==> src/rtl/rtc_time_counter_if.sv <==
// Signal bundle between the set-time path, the timekeeping core and the display stage.
interface rtc_time_counter_if;
    logic       time_format;
    logic       run;
    logic       load;
    logic [4:0] h_in;
    logic [5:0] m_in;
    logic [5:0] s_in;
    logic [4:0] hours;
    logic [5:0] minutes;
    logic [5:0] seconds;
    logic       pm;
    logic       sec_pulse;
    logic       day_wrap;
    logic       load_err;

    modport master (
        output time_format, run, load, h_in, m_in, s_in,
        input  hours, minutes, seconds, pm, sec_pulse, day_wrap, load_err
    );

    modport slave (
        input  time_format, run, load, h_in, m_in, s_in,
        output hours, minutes, seconds, pm, sec_pulse, day_wrap, load_err
    );
endinterface

==> src/rtl/rtc_time_counter.sv <==
// Time-of-day core: 1 Hz prescaler, binary hh:mm:ss with validated load,
// and 24 h / 12 h hour presentation with a PM flag.
module rtc_time_counter #(
    parameter int unsigned TICKS_PER_SEC = 100000000
) (
    input  logic                clk,
    input  logic                reset,
    rtc_time_counter_if.slave   bus
);
    localparam int unsigned PW = $clog2(TICKS_PER_SEC);
    localparam logic [PW-1:0] PRESC_MAX = PW'(TICKS_PER_SEC - 1);

    logic [PW-1:0] presc;
    logic [4:0]    hr24;
    logic [5:0]    min;
    logic [5:0]    sec;
    logic          sec_pulse_r;
    logic          day_wrap_r;
    logic          load_err_r;

    logic tick;
    logic load_ok;

    assign tick    = bus.run && (presc == PRESC_MAX);
    assign load_ok = (bus.h_in <= 5'd23) && (bus.m_in <= 6'd59) && (bus.s_in <= 6'd59);

    always_ff @(posedge clk or posedge reset) begin
        if (reset) begin
            presc       <= '0;
            hr24        <= '0;
            min         <= '0;
            sec         <= '0;
            sec_pulse_r <= 1'b0;
            day_wrap_r  <= 1'b0;
            load_err_r  <= 1'b0;
        end else begin
            sec_pulse_r <= 1'b0;
            day_wrap_r  <= 1'b0;
            load_err_r  <= 1'b0;

            if (bus.run) begin
                presc <= tick ? '0 : presc + PW'(1);
            end

            // A valid load overrides both the prescaler step and any tick in the same cycle.
            if (bus.load && load_ok) begin
                hr24  <= bus.h_in;
                min   <= bus.m_in;
                sec   <= bus.s_in;
                presc <= '0;
            end else begin
                if (bus.load) begin
                    load_err_r <= 1'b1;
                end
                if (tick) begin
                    sec_pulse_r <= 1'b1;
                    if (sec == 6'd59) begin
                        sec <= '0;
                        if (min == 6'd59) begin
                            min <= '0;
                            if (hr24 == 5'd23) begin
                                hr24       <= '0;
                                day_wrap_r <= 1'b1;
                            end else begin
                                hr24 <= hr24 + 5'd1;
                            end
                        end else begin
                            min <= min + 6'd1;
                        end
                    end else begin
                        sec <= sec + 6'd1;
                    end
                end
            end
        end
    end

    always_comb begin
        bus.hours = hr24;
        if (bus.time_format) begin
            if (hr24 == 5'd0) begin
                bus.hours = 5'd12;
            end else if (hr24 > 5'd12) begin
                bus.hours = hr24 - 5'd12;
            end
        end
    end

    assign bus.pm        = (hr24 >= 5'd12);
    assign bus.minutes   = min;
    assign bus.seconds   = sec;
    assign bus.sec_pulse = sec_pulse_r;
    assign bus.day_wrap  = day_wrap_r;
    assign bus.load_err  = load_err_r;
endmodule

==> src/flat_wrapper.sv <==
// flat-port wrapper written by rule: the top's interface ports become plain ports
module rtc_time_counter_flat 
#(
    parameter int unsigned TICKS_PER_SEC = 100000000
)
  (clk, reset, bus_time_format, bus_run, bus_load, bus_h_in, bus_m_in, bus_s_in, bus_hours, bus_minutes, bus_seconds, bus_pm, bus_sec_pulse, bus_day_wrap, bus_load_err);
  rtc_time_counter_if bus_i ();
  input  logic clk;
  input  logic reset;
  input wire logic [$bits(bus_i.time_format)-1:0] bus_time_format;
  input wire logic [$bits(bus_i.run)-1:0] bus_run;
  input wire logic [$bits(bus_i.load)-1:0] bus_load;
  input wire logic [$bits(bus_i.h_in)-1:0] bus_h_in;
  input wire logic [$bits(bus_i.m_in)-1:0] bus_m_in;
  input wire logic [$bits(bus_i.s_in)-1:0] bus_s_in;
  output wire logic [$bits(bus_i.hours)-1:0] bus_hours;
  output wire logic [$bits(bus_i.minutes)-1:0] bus_minutes;
  output wire logic [$bits(bus_i.seconds)-1:0] bus_seconds;
  output wire logic [$bits(bus_i.pm)-1:0] bus_pm;
  output wire logic [$bits(bus_i.sec_pulse)-1:0] bus_sec_pulse;
  output wire logic [$bits(bus_i.day_wrap)-1:0] bus_day_wrap;
  output wire logic [$bits(bus_i.load_err)-1:0] bus_load_err;
  assign bus_i.time_format = bus_time_format;
  assign bus_i.run = bus_run;
  assign bus_i.load = bus_load;
  assign bus_i.h_in = bus_h_in;
  assign bus_i.m_in = bus_m_in;
  assign bus_i.s_in = bus_s_in;
  assign bus_hours = bus_i.hours;
  assign bus_minutes = bus_i.minutes;
  assign bus_seconds = bus_i.seconds;
  assign bus_pm = bus_i.pm;
  assign bus_sec_pulse = bus_i.sec_pulse;
  assign bus_day_wrap = bus_i.day_wrap;
  assign bus_load_err = bus_i.load_err;
  rtc_time_counter #(.TICKS_PER_SEC(TICKS_PER_SEC)) u_core (.clk(clk), .reset(reset), .bus(bus_i));
endmodule
==> config.mk <==
export PLATFORM = sky130hd
export DESIGN_NAME = rtc_time_counter_flat
export DESIGN_NICKNAME = d
export VERILOG_FILES = /design/src/rtl/rtc_time_counter_if.sv /design/src/rtl/rtc_time_counter.sv /design/src/flat_wrapper.sv
export SDC_FILE = /design/constraint.sdc
export NUM_CORES = 1
export LEC_CHECK = 0
export BUFFER_PORTS_ARGS = -buffer_cell sky130_fd_sc_hd__buf_2
export CAP_MARGIN = 10
export CELL_PAD_IN_SITES_DETAIL_PLACEMENT = 0
export CELL_PAD_IN_SITES_GLOBAL_PLACEMENT = 1
export CORE_ASPECT_RATIO = 0.5
export CORE_MARGIN = 5
export CORE_UTILIZATION = 39
export CTS_CLUSTER_DIAMETER = 50
export CTS_CLUSTER_SIZE = 28
export DETAILED_ROUTE_END_ITERATION = 10
export PLACE_DENSITY = 0.87
export SYNTH_ARGS = -nofsm -noshare
export SYNTH_HDL_FRONTEND = slang
export SYNTH_SLANG_ARGS = --single-unit
==> constraint.sdc <==
create_clock -name clk -period 2.3 [get_ports clk]
set_input_delay 0.115 -clock clk [delete_from_list [all_inputs] [get_ports clk]]
set_output_delay 0.115 -clock clk [all_outputs]
set_load 0.005 [all_outputs]
==> flow_summary.toml <==
[synth]
netlist_area_um2 = 2920
ys_seq_area_share_pct = 40.3
ys.flop_type = "dfrtp_1"
synth_enable_flop_cells = 0
yosys_warnings = 0
netlist_instances = 341
syn_nets = 371
syn_avg_cell_area_um2 = 8.55
synth_seq_cells = 47
synth_cell_types = 47
async_reset_ff_share_pct = 100

[sta]
min_period_ns = 2.20
clock_skew_ns = 0.00439
fmax_mhz = 455
hold_viol_final = 0
drv_slew = 0
slew_headroom_pct = 66.1
worstMarginPinSlew_ns = 0.503
period_share_pct = 95.6
setup_violations = 0
setup_tns_ns = 0
rsz0062_at_grt = "false"

[drt]
drt_first_pass_iters = 4
antenna_left = 0
drt_iter0_drc = 206
viasPerCell = 5.56
wl_mm = 7.90
drc = 0
vias = 2824
wl_per_cell_um = 15.6

[hold_path]
min_path_type = "in -> reg"

[setup_path]
worstPathArrival_ns = 2.37
endpoint_kind = "flop"
start_kind = "flop"
crit_required_ns = 2.47
path_class = "reg -> reg"
cp_max_fo = 7

[placement]
hpwlAfterDp_mm = 5.99
io_buffers = 42
place_inst = 498
place_congestion = 0.849

[clock_network]
htree_levels = 2
cts_root_buf = "clkbuf_16"
clk_pin_slew_worst_paths_ns = 0.06
clock_sinks = 47
clk_path_buf_depth = 2
clk_latency_ns = 0.28
cts_tree = "yes"
numCtsBuffers = 5

[global_routing]
grt_max_degree = 20
antenna_found_initial = 0
first_global_vias = 2716
grt_pass1_wl_mm = 13.5
grt_overflow = 0
track_usage_pct = 17.0

[pwr]
finalPower_mw = 2.02
vdd_drop_max_uv = 277
p_leak_nw = 1.52
powerDensity_nw_per_um2 = 558

[run_status]
status = "finished, final reports clean"

[floorplanning]
die_area_um2 = 9410
initial_core_util_pct = 40.0
die_height_um = 71.2
die_x_um = 132
rows = 22
coreArea_um2 = 7290
io-pin-count = 43

[layout]
final_util_pct = 49.8
layout.nets = 441
final_cell_count_no_fill = 508
antenna_cells = 0
area_growth_pct = 24.5
drive_gt1_share_pct = 23.3

[flow_run]
cap_violations = 0
layout by cell type, fill, tap and decap left out, drive strengths merged, types with 4 or more instances in the layout:
master	n
a31oi	10
dfrtp	47
nand3	20
buf	79
or3	7
and2	5
o21ai	20
inv	9
nand4b	4
nor4	14
nor2	39
clkbuf	7
mux2i	5
nor3	17
and4	5
nand4	12
a21oi	8
ha	8
and3	9
nand2	29
xnor2	19
worst max-delay path, stage by stage, from the launching register on:
cell	delay (ns)
dfrtp_1	0.36
ha_1	0.19
nand2_2	0.06
or3_1	0.39
or4_4	0.59
o21a_1	0.21
o31a_1	0.27
stage by stage:
step / cell area (µm²) / hold WS (ns) / worst slack [ns]
4_1_cts: 3610 / 0.0405 / 0.0821
3_5_place_dp: 3450 / 0.119 / 0.0170
6_report: 3630 / 0.0441 / 0.101
2_1_floorplan: 2920 / 0.232 / 0.0417
3_3_place_gp: 3450 / 0.121 / 0.0532
5_1_grt: 3630 / 0.0516 / 0.00134
logic make-up (layout without fill, tap and decap cells):
group / after synthesis / in the layout / share of synthesized area, %
buffers and inverters: 26 / 97 / 3.39
adder cells (fa/ha/maj): 8 / 8 / 3.43
flip-flops: 47 / 47 / 40.3
AO/OA/AOI/OAI: 50 / 50 / 10.5
AND/OR/NAND/NOR: 182 / 182 / 33.6
XOR/XNOR: 21 / 21 / 6.31
multiplexers: 7 / 7 / 2.49
flip-flops by register name (all words and copies together) (netlist names):
signal	cells
u_core.bus.sec_pulse	1
u_core.bus.seconds	6
u_core.bus.minutes	6
u_core.bus.load_err	1
u_core.hr24	5
u_core.bus.day_wrap	1
u_core.presc	27
synth_stat cells (all sizes together) (9+ instances only):
cell / number / area share [%]
nor4: 14 / 3.2
inv: 9 / 1.2
and3: 9 / 1.9
o21ai: 20 / 3.4
nor2: 39 / 5.0
nand3: 20 / 3.4
nor3: 17 / 2.9
dfrtp: 47 / 40
clkbuf: 16 / 2.1
a31oi: 10 / 2.1
nand4: 12 / 2.6
xnor2: 19 / 5.7
nand2: 29 / 3.8
final cells by class:
cell class	count	area (µm²)
fillers	686	3660
multi-input cells	268	1660
flip-flops and latches	47	1180
repair buffers	80	498
clock buffers	7	133
well taps	96	120
inverters	9	33.8
clock inverters	1	5.00
worst paths after layout:
kind,start,endpoint,slack (ns),depth (start not counted)
setup / recovery,u_core.presc[1],u_core.bus.seconds[4],0.10,6
hold / removal,bus_h_in[1],u_core.hr24[1],0.04,3
setup reg to reg,u_core.presc[1],u_core.bus.seconds[4],0.10,6
hold reg to reg,u_core.presc[20],u_core.presc[20],0.57,2
max in group asynchronous,reset,u_core.presc[15],1.37,4
min in group asynchronous,reset,u_core.presc[18],0.35,3
power by group:
group,switching [mW],total [mW],internal [mW]
clock,0.300,0.702,0.402
combinational,0.201,0.376,0.175
sequential,0.0685,0.946,0.878
total,0.570,2.02,1.45
per-layer routing:
layer | up-vias | GRT usage, % | part of all wire [%]
met5 | - | 0 | 0
met4 | 0 | 3.05 | 0.59
met3 | 5 | 2.70 | 5.9
met2 | 74 | 27.8 | 47
met1 | 1364 | 24.3 | 47
li1 | 1381 | - | -
repair_timing:
item / 4_1_cts / 5_1_grt
resized for setup: 2 / 2
hold buffers: 1 / 0
endpoints found under the hold margin: 16 / 0
pin swaps: 0 / 1
endpoints found under the setup margin: 1 / 4
buffers inserted: 0 / 1
(Power assumes the default switching activity.)
